**src/rtl/alu_cmd_ctrl_pkg.sv**
```systemverilog
// Shared constants for the ALU command controller: frame opcodes, FSM states
// and the default result timeout.
package alu_cmd_ctrl_pkg;

    localparam logic [7:0] OP_AB_FRAME  = 8'hCC;
    localparam logic [7:0] OP_FUN_FRAME = 8'hDD;
    localparam int         DEFAULT_TIMEOUT = 4;

    typedef enum logic [2:0] {
        IDLE,
        GET_A,
        GET_B,
        GET_FUN,
        ALU_RUN,
        WAIT_RES,
        SEND
    } state_t;

endpackage

```
**src/rtl/alu_cmd_ctrl_ser.sv**
```systemverilog
// Result serializer: captures the ALU result and streams it out LSB byte first
// over a valid/ready byte interface.
module alu_res_ser #(
    parameter int OUT_WIDTH = 16
) (
    input  logic                 clk,
    input  logic                 reset,
    input  logic                 load,
    input  logic [OUT_WIDTH-1:0] din,
    input  logic                 tx_ready,
    output logic [7:0]           tx_data,
    output logic                 tx_valid,
    output logic                 last_acc
);

    localparam int NBYTES = OUT_WIDTH / 8;
    localparam int CW     = (NBYTES > 1) ? $clog2(NBYTES) : 1;

    logic [NBYTES-1:0][7:0] res_q;
    logic [CW-1:0]          byte_cnt;
    logic                   acc;

    assign acc      = tx_valid & tx_ready;
    assign last_acc = acc & (byte_cnt == CW'(NBYTES - 1));
    assign tx_data  = res_q[byte_cnt];

    // byte_cnt only moves on an accepted byte, so tx_data stays put while stalled
    always_ff @(posedge clk) begin
        if (reset) begin
            res_q    <= '0;
            byte_cnt <= '0;
            tx_valid <= 1'b0;
        end else if (load) begin
            res_q    <= din;
            byte_cnt <= '0;
            tx_valid <= 1'b1;
        end else if (acc) begin
            if (last_acc) begin
                byte_cnt <= '0;
                tx_valid <= 1'b0;
            end else begin
                byte_cnt <= byte_cnt + 1'b1;
            end
        end
    end

endmodule

```
**src/rtl/alu_cmd_ctrl.sv**
```systemverilog
// Byte-command front end for an ALU: parses CC/DD frames, runs the ALU once,
// waits (bounded) for its result and hands it to the serializer.
module alu_cmd_ctrl
    import alu_cmd_ctrl_pkg::*;
#(
    parameter int OPER_WIDTH = 8,
    parameter int OUT_WIDTH  = 2 * OPER_WIDTH,
    parameter int TIMEOUT    = DEFAULT_TIMEOUT
) (
    input  logic                  CLK,
    input  logic                  Reset,
    input  logic [7:0]            rx_data,
    input  logic                  rx_valid,
    input  logic [OUT_WIDTH-1:0]  ALU_out,
    input  logic                  Out_valid,
    input  logic                  tx_ready,
    output logic [OPER_WIDTH-1:0] ALU_A,
    output logic [OPER_WIDTH-1:0] ALU_B,
    output logic [3:0]            ALU_FUN,
    output logic                  ALU_EN,
    output logic [7:0]            tx_data,
    output logic                  tx_valid,
    output logic                  busy,
    output logic                  err
);

    localparam int TW = $clog2(TIMEOUT + 1);

    state_t        state, state_n;
    logic [TW-1:0] wait_cnt;
    logic          load_a, load_b, load_fun, res_load, last_acc;

    always_ff @(posedge CLK) begin
        if (Reset) begin
            state    <= IDLE;
            wait_cnt <= '0;
            ALU_A    <= '0;
            ALU_B    <= '0;
            ALU_FUN  <= '0;
        end else begin
            state    <= state_n;
            wait_cnt <= (state == WAIT_RES) ? wait_cnt + 1'b1 : '0;
            if (load_a)   ALU_A   <= OPER_WIDTH'(rx_data);
            if (load_b)   ALU_B   <= OPER_WIDTH'(rx_data);
            if (load_fun) ALU_FUN <= rx_data[3:0];
        end
    end

    always_comb begin
        state_n  = state;
        load_a   = 1'b0;
        load_b   = 1'b0;
        load_fun = 1'b0;
        res_load = 1'b0;
        ALU_EN   = 1'b0;
        err      = 1'b0;
        case (state)
            IDLE: begin
                if (rx_valid && rx_data == OP_AB_FRAME)       state_n = GET_A;
                else if (rx_valid && rx_data == OP_FUN_FRAME) state_n = GET_FUN;
            end
            GET_A: if (rx_valid) begin
                load_a  = 1'b1;
                state_n = GET_B;
            end
            GET_B: if (rx_valid) begin
                load_b  = 1'b1;
                state_n = GET_FUN;
            end
            GET_FUN: if (rx_valid) begin
                load_fun = 1'b1;
                state_n  = ALU_RUN;
            end
            ALU_RUN: begin
                ALU_EN  = 1'b1;
                err     = rx_valid;
                state_n = WAIT_RES;
            end
            WAIT_RES: begin
                err = rx_valid;
                // a result arriving on the last allowed cycle still wins over the timeout
                if (Out_valid) begin
                    res_load = 1'b1;
                    state_n  = SEND;
                end else if (wait_cnt == TW'(TIMEOUT - 1)) begin
                    err     = 1'b1;
                    state_n = IDLE;
                end
            end
            SEND: begin
                err = rx_valid;
                if (last_acc) state_n = IDLE;
            end
            default: state_n = IDLE;
        endcase
    end

    assign busy = (state != IDLE);

    alu_res_ser #(.OUT_WIDTH(OUT_WIDTH)) u_ser (
        .clk      (CLK),
        .reset    (Reset),
        .load     (res_load),
        .din      (ALU_out),
        .tx_ready (tx_ready),
        .tx_data  (tx_data),
        .tx_valid (tx_valid),
        .last_acc (last_acc)
    );

endmodule
```
**config.mk**
```make
export PLATFORM = sky130hd
export DESIGN_NAME = alu_cmd_ctrl
export DESIGN_NICKNAME = d
export VERILOG_FILES = /design/src/rtl/alu_cmd_ctrl_pkg.sv /design/src/rtl/alu_cmd_ctrl_ser.sv /design/src/rtl/alu_cmd_ctrl.sv
export SDC_FILE = /design/constraint.sdc
export NUM_CORES = 1
export LEC_CHECK = 0
export CAP_MARGIN = 10
export CORE_ASPECT_RATIO = 0.8
export CORE_UTILIZATION = 41
export CTS_BUF_LIST = sky130_fd_sc_hd__clkbuf_16
export DETAILED_ROUTE_END_ITERATION = 10
export PLACE_DENSITY = 0.73
export SKIP_LAST_GASP = 1
export SLEW_MARGIN = 20
export SYNTH_ARGS = -nofsm -noshare
export SYNTH_HDL_FRONTEND = slang
export SYNTH_SLANG_ARGS = --single-unit
```
**constraint.sdc**
```tcl
create_clock -name CLK -period 1.5 [get_ports CLK]
set_input_delay 0.3 -clock CLK [delete_from_list [all_inputs] [get_ports CLK]]
set_output_delay 0.3 -clock CLK [all_outputs]
set_load 0.03 [all_outputs]
```
; Yosys cells after proc, flatten, opt, wreduce, memory -nomap -nowiden
; Index checks and enable logic that the tools add are counted.
[op_classes]
bitwise = 3
order_cmp = 1
add_sub_neg = 2
eq_ne = 15
reduce_logical = 11
n_mux = 25
[ops]
columns = cell, count
row1 = $mux 3, 8
row2 = $pmux 3 s7, 1
row3 = $eq 8x8->1 const B, 2
row4 = $mux 8, 2
row5 = $mux 1, 13
row6 = $eq 3x2->1 const B, 3
row7 = $eq 3x3->1 const B, 3
row8 = $ne 2x2->1 const B, 4
row9 = $reduce_and 6->1, 1
row10 = $reduce_or 2->1, 3
row11 = $reduce_bool 2->1, 2
row12 = $add 3x1->3 const B, 1
row13 = $eq 3x1->1 const B, 1
row14 = $logic_not 3->1, 1
row15 = $ne 3x2->1 const B, 1
row16 = $ne 3x3->1 const B, 1
row17 = $reduce_bool 3->1, 1
row18 = $and 1x1->1, 2
row19 = $logic_and 1x1->1, 2
row20 = $lt 1x2->1 const B, 1
row21 = $pmux 1 s2, 1
row22 = $reduce_and 2->1, 1
row23 = $add 1x1->1 const B, 1
row24 = $not 1->1, 1
[word_totals]
regBits = 44
word_cells = 66
in_bits = 29

; Logic depth before layout (Yosys ltp)
[depth]
word_depth = 5
depth_mapped = 6
ltp_nobuf = 6

; By module
; Synthesis repeated with hierarchy kept, for this count alone.
[unflattened]
hier_cells = 199
hier_area_um2 = 1931.9
[modules_own_cells]
columns = module, n_inst, area_each_um2, cells_each
row1 = alu_cmd_ctrl, 1, 1163.6, 130
row2 = alu_res_ser, 1, 768.2, 69

; Worst setup path before layout
; No wires, ideal clock.
[synth_timing]
path_kind = reg2reg
start = register wait_cnt[0]
end = register state[0]
path_stages_with_launch = 7
period_less_slack_ps = 1514
required_ps = 1430
t_arrival_ps = 1444
slack_ps = -14
path_cell_list = dfxtp_1 -> ha_1 -> ha_1 -> nand4bb_1 -> o32ai_1 -> or4b_1 -> a21oi_1
[synth_between]
elab_chain_len = 3
[synth_rtl]
columns = element, line
row1 = start: declaration, alu_cmd_ctrl.sv:30  ; logic [TW-1:0] wait_cnt;
row2 = start signal: assignment, alu_cmd_ctrl.sv:42  ; wait_cnt <= (state == WAIT_RES) ? wait_cnt + 1'b1 : '0;
row3 = $eq 3x2->1, alu_cmd_ctrl.sv:85  ; end else if (wait_cnt == TW'(TIMEOUT - 1)) begin
row4 = $ne 3x2->1 (no source line), -
row5 = $reduce_and 6->1 (no source line), -
row6 = end signal: assignment, alu_cmd_ctrl.sv:41  ; state <= state_n;
row7 = end: declaration, alu_cmd_ctrl.sv:29  ; state_t state, state_n;
; No other way between the ends.
; A chain may end at the register's enable or synchronous reset.

; Worst setup path after layout
; Same ends and word-level chain as after synthesis.

==> summary.txt <==
CTS Buffer Depth: 2
TritonCTS Sinks: 44
HPWL Detailed: 3170 µm
fmax: 619 MHz
routability congestion estimate from global placement: 0.780
met2 routed WL: 2630 µm
via count: 1822
Avg Inst Size Synth: 8.58 µm²
relative slew slack: 0.740
critical path launch point: wait_cnt[0]$_SDFF_PP0_
Worst Skew: 2.17 ps
most used cell, CP: ha_4
CP max stage delay: 510 ps
Slowest-stage cell, CP: or4b_1
# diodes: 0
Int Pwr: 2.54 mW
failing checks: setup timing
die width: 76.8 µm
RSZ-0062 raised after global routing: true
clock power share: 0.331
crit path time final: 1620 ps
commonest cells after routing, fill and taps aside: 56 x nand2_1, 41 x dfxtp_1, 27 x a21oi_1, 27 x clkdlybuf4s50_1, 25 x buf_4
power share of the combinational group: 0.311
Num CTS Buffers: 5
GRT overflow: 0
CP top delay family: simple AND/OR/NAND/NOR gates
fin crit share: 1.08
first-pass GRT wire length: 8050 µm
Final Hold Vio Count: 0
Ys Warns: 0
Crit. End Element: register
Distinct cells, synth: 36
commonest non-fill, non-tap cell in the layout: nand2_1
WL met3: 209 µm
largest net degree at the start of global routing: 45
sw frac: 0.293
Worst Path Max Fanout: 4
Critical Path AT: 1830 ps
LEAKAGE: 1.26 nW
drt pass-1 iters: 4
Synth Cell Area: 1840 µm²
Die H: 61.8 µm
Highest Signal Layer: met4
Slew @ Worst Pin: 390 ps
WS Path Type: reg2reg
Global Route Usage Sum: 0.221
Critical R2R Launch: wait_cnt[0]$_SDFF_PP0_
drt drc: 0
io pins: 61
Slew Limit Fails: 0
FF+latch count, synth: 44
CTS Root Cell: clkbuf_16
sequential fraction of the synthesis area: 0.480
crit start category: register
pre-CTS WS: -346 ps
vias in the first global route: 1666
critical path, cell by cell: ha_4, ha_4, nand4bb_4, o32ai_4, or4b_1, a21oi_1
register area: 885 µm²
row count: 21
CP Data Required Time: 1710 ps
antenna violations before repair: 0
CTS tree: yes
Worst Hold Launch: wait_cnt[0]$_SDFF_PP0_
H-tree depth: 2
r2r worst-path depth: 6
Reg clk slew, reported paths: 60 ps
initial core utilization: 0.434
Gate Count Post-Synth: 214
VDD IR max: 0.675 mV
multi-input logic area: 1050 µm²
Final nets: 332
worst hold path class: reg2reg
power share of the sequential group: 0.359
status: finished with violations
endpoints failing setup: 11
Worst Setup Slack, final: -116 ps
Synth-to-Final Area Change: 66.8%
max cap viols: 0
layout cell share with drive strength beyond 1: 0.253
worst-skew pair later-pin latency: 280 ps
Vias/cell: 5.10
met1 WL: 2480 µm
IO buf count: 60
PD cells: 1170 nW/µm²
total length of routed wires: 5370 µm
Iteration-0 DRC Markers: 139
number of fill cells in the layout: 337
Hold Path Depth: 1
worst path bufs/invs: 0
Core Area: 4230 µm²
routed len/inst: 15.1 µm
Final ANT Viol Nets: 0
Critical Path Stages: 6
sw power: 1.05 mW
synthesized net count: 245
die area: 4750 µm²
WHS: 441 ps
[path summary, 6_finish.rpt]
path	slack, ps	to
worst max-delay path	-120	state[0]$_SDFFE_PP0P_
worst min-delay path	440	wait_cnt[0]$_SDFF_PP0_
worst max register to register	-120	state[0]$_SDFFE_PP0P_
worst min register to register	440	wait_cnt[0]$_SDFF_PP0_
[metrics by stage]
step / setup TNS [ps] / std cells / instance area [µm²] / utilization / power [mW]
floorplan: 0 / 214 / 1840 / - / 1.83
global placement: -6010 / 343 / 2690 / 0.636 / 2.22
detailed placement: -6040 / 343 / 2690 / 0.636 / 2.23
CTS: -318 / 354 / 2980 / 0.704 / 3.47
global route: -882 / 357 / 3060 / 0.724 / 3.71
finish: -396 / 357 / 3060 / 0.724 / 3.59
[layer usage]
| layer | GRT usage | vias to the layer above |
|---|---|---|
| met2 | 0.379 | 48 |
| met1 | 0.279 | 868 |
| li1 | - | 899 |
| met3 | 0.0467 | 7 |
| met5 | 0 | - |
| met4 | 0.0934 | 0 |
[cells by family (layout without fill, tap and decap cells)]
family,after synthesis,count (layout),synth area share
AO/OA/AOI/OAI,38,38,0.115
XOR/XNOR,2,2,0.00955
adder cells (fa/ha/maj),2,2,0.0136
multiplexers,20,20,0.115
AND/OR/NAND/NOR,94,94,0.230
flip-flops,44,44,0.480
buffers and inverters,14,100,0.0368
[cell usage after synthesis]
cell type	n	area (µm²)
mux2i_1	12	120
xor2_1	1	8.76
nand3_1	2	10.0
a311oi_1	1	8.76
nor3_1	2	10.0
a21oi_1	29	145
nor2b_1	3	18.8
nor2_1	17	63.8
dfxtp_1	44	881
or3_1	1	6.26
o32ai_1	1	8.76
o31a_1	1	8.76
and3b_1	1	8.76
buf_1	1	3.75
and3_1	1	6.26
and4b_1	1	10.0
a211oi_1	2	15.0
a31oi_1	2	12.5
and2_1	1	6.26
buf_2	3	15.0
nor4_1	2	12.5
clkbuf_1	6	22.5
buf_4	1	7.51
o21ai_0	1	5.00
ha_1	2	25.0
nor2_4	1	11.3
nand2_1	56	210
xnor2_1	1	8.76
nor4b_1	1	8.76
o31ai_1	1	7.51
nand2b_1	3	18.8
inv_1	2	7.51
buf_6	1	11.3
mux2_2	8	90.1
nand4bb_1	1	11.3
or4b_1	1	10.0
[sequential cells by signal, indices dropped and copies added (netlist names)]
signal,cells
ALU_FUN,4
ALU_B,8
state,3
wait_cnt,3
ALU_A,8
u_ser.res_q,16
u_ser.tx_valid,1
u_ser.byte_cnt,1
[power by group through the flow]
stage | combinational, mW | sequential [mW] | clock [mW]
6_report | 1.11 | 1.29 | 1.19
5_1_grt | 1.17 | 1.30 | 1.24
4_1_cts | 0.999 | 1.29 | 1.19
3_5_place_dp | 0.923 | 1.31 | 0
3_3_place_gp | 0.916 | 1.31 | 0
2_1_floorplan | 0.410 | 1.42 | 0
[what timing repair did]
item	4_1_cts	5_1_grt
gates resized for setup	106	14
endpoints found under the setup margin	34	40
buffers inserted	5	3
pin swaps	5	1
hold buffers	0	0
[area by class of cell]
| class | count | area share |
|---|---|---|
| multi-input combinational | 156 | 0.344 |
| sequential | 44 | 0.289 |
| tap | 57 | 0.0233 |
| inverter | 2 | 0.00245 |
| clock inverter | 1 | 0.00981 |
| clock buffer | 5 | 0.0409 |
| timing repair buffer | 92 | 0.291 |
Note: power is estimated with default switching activity, not from simulation.
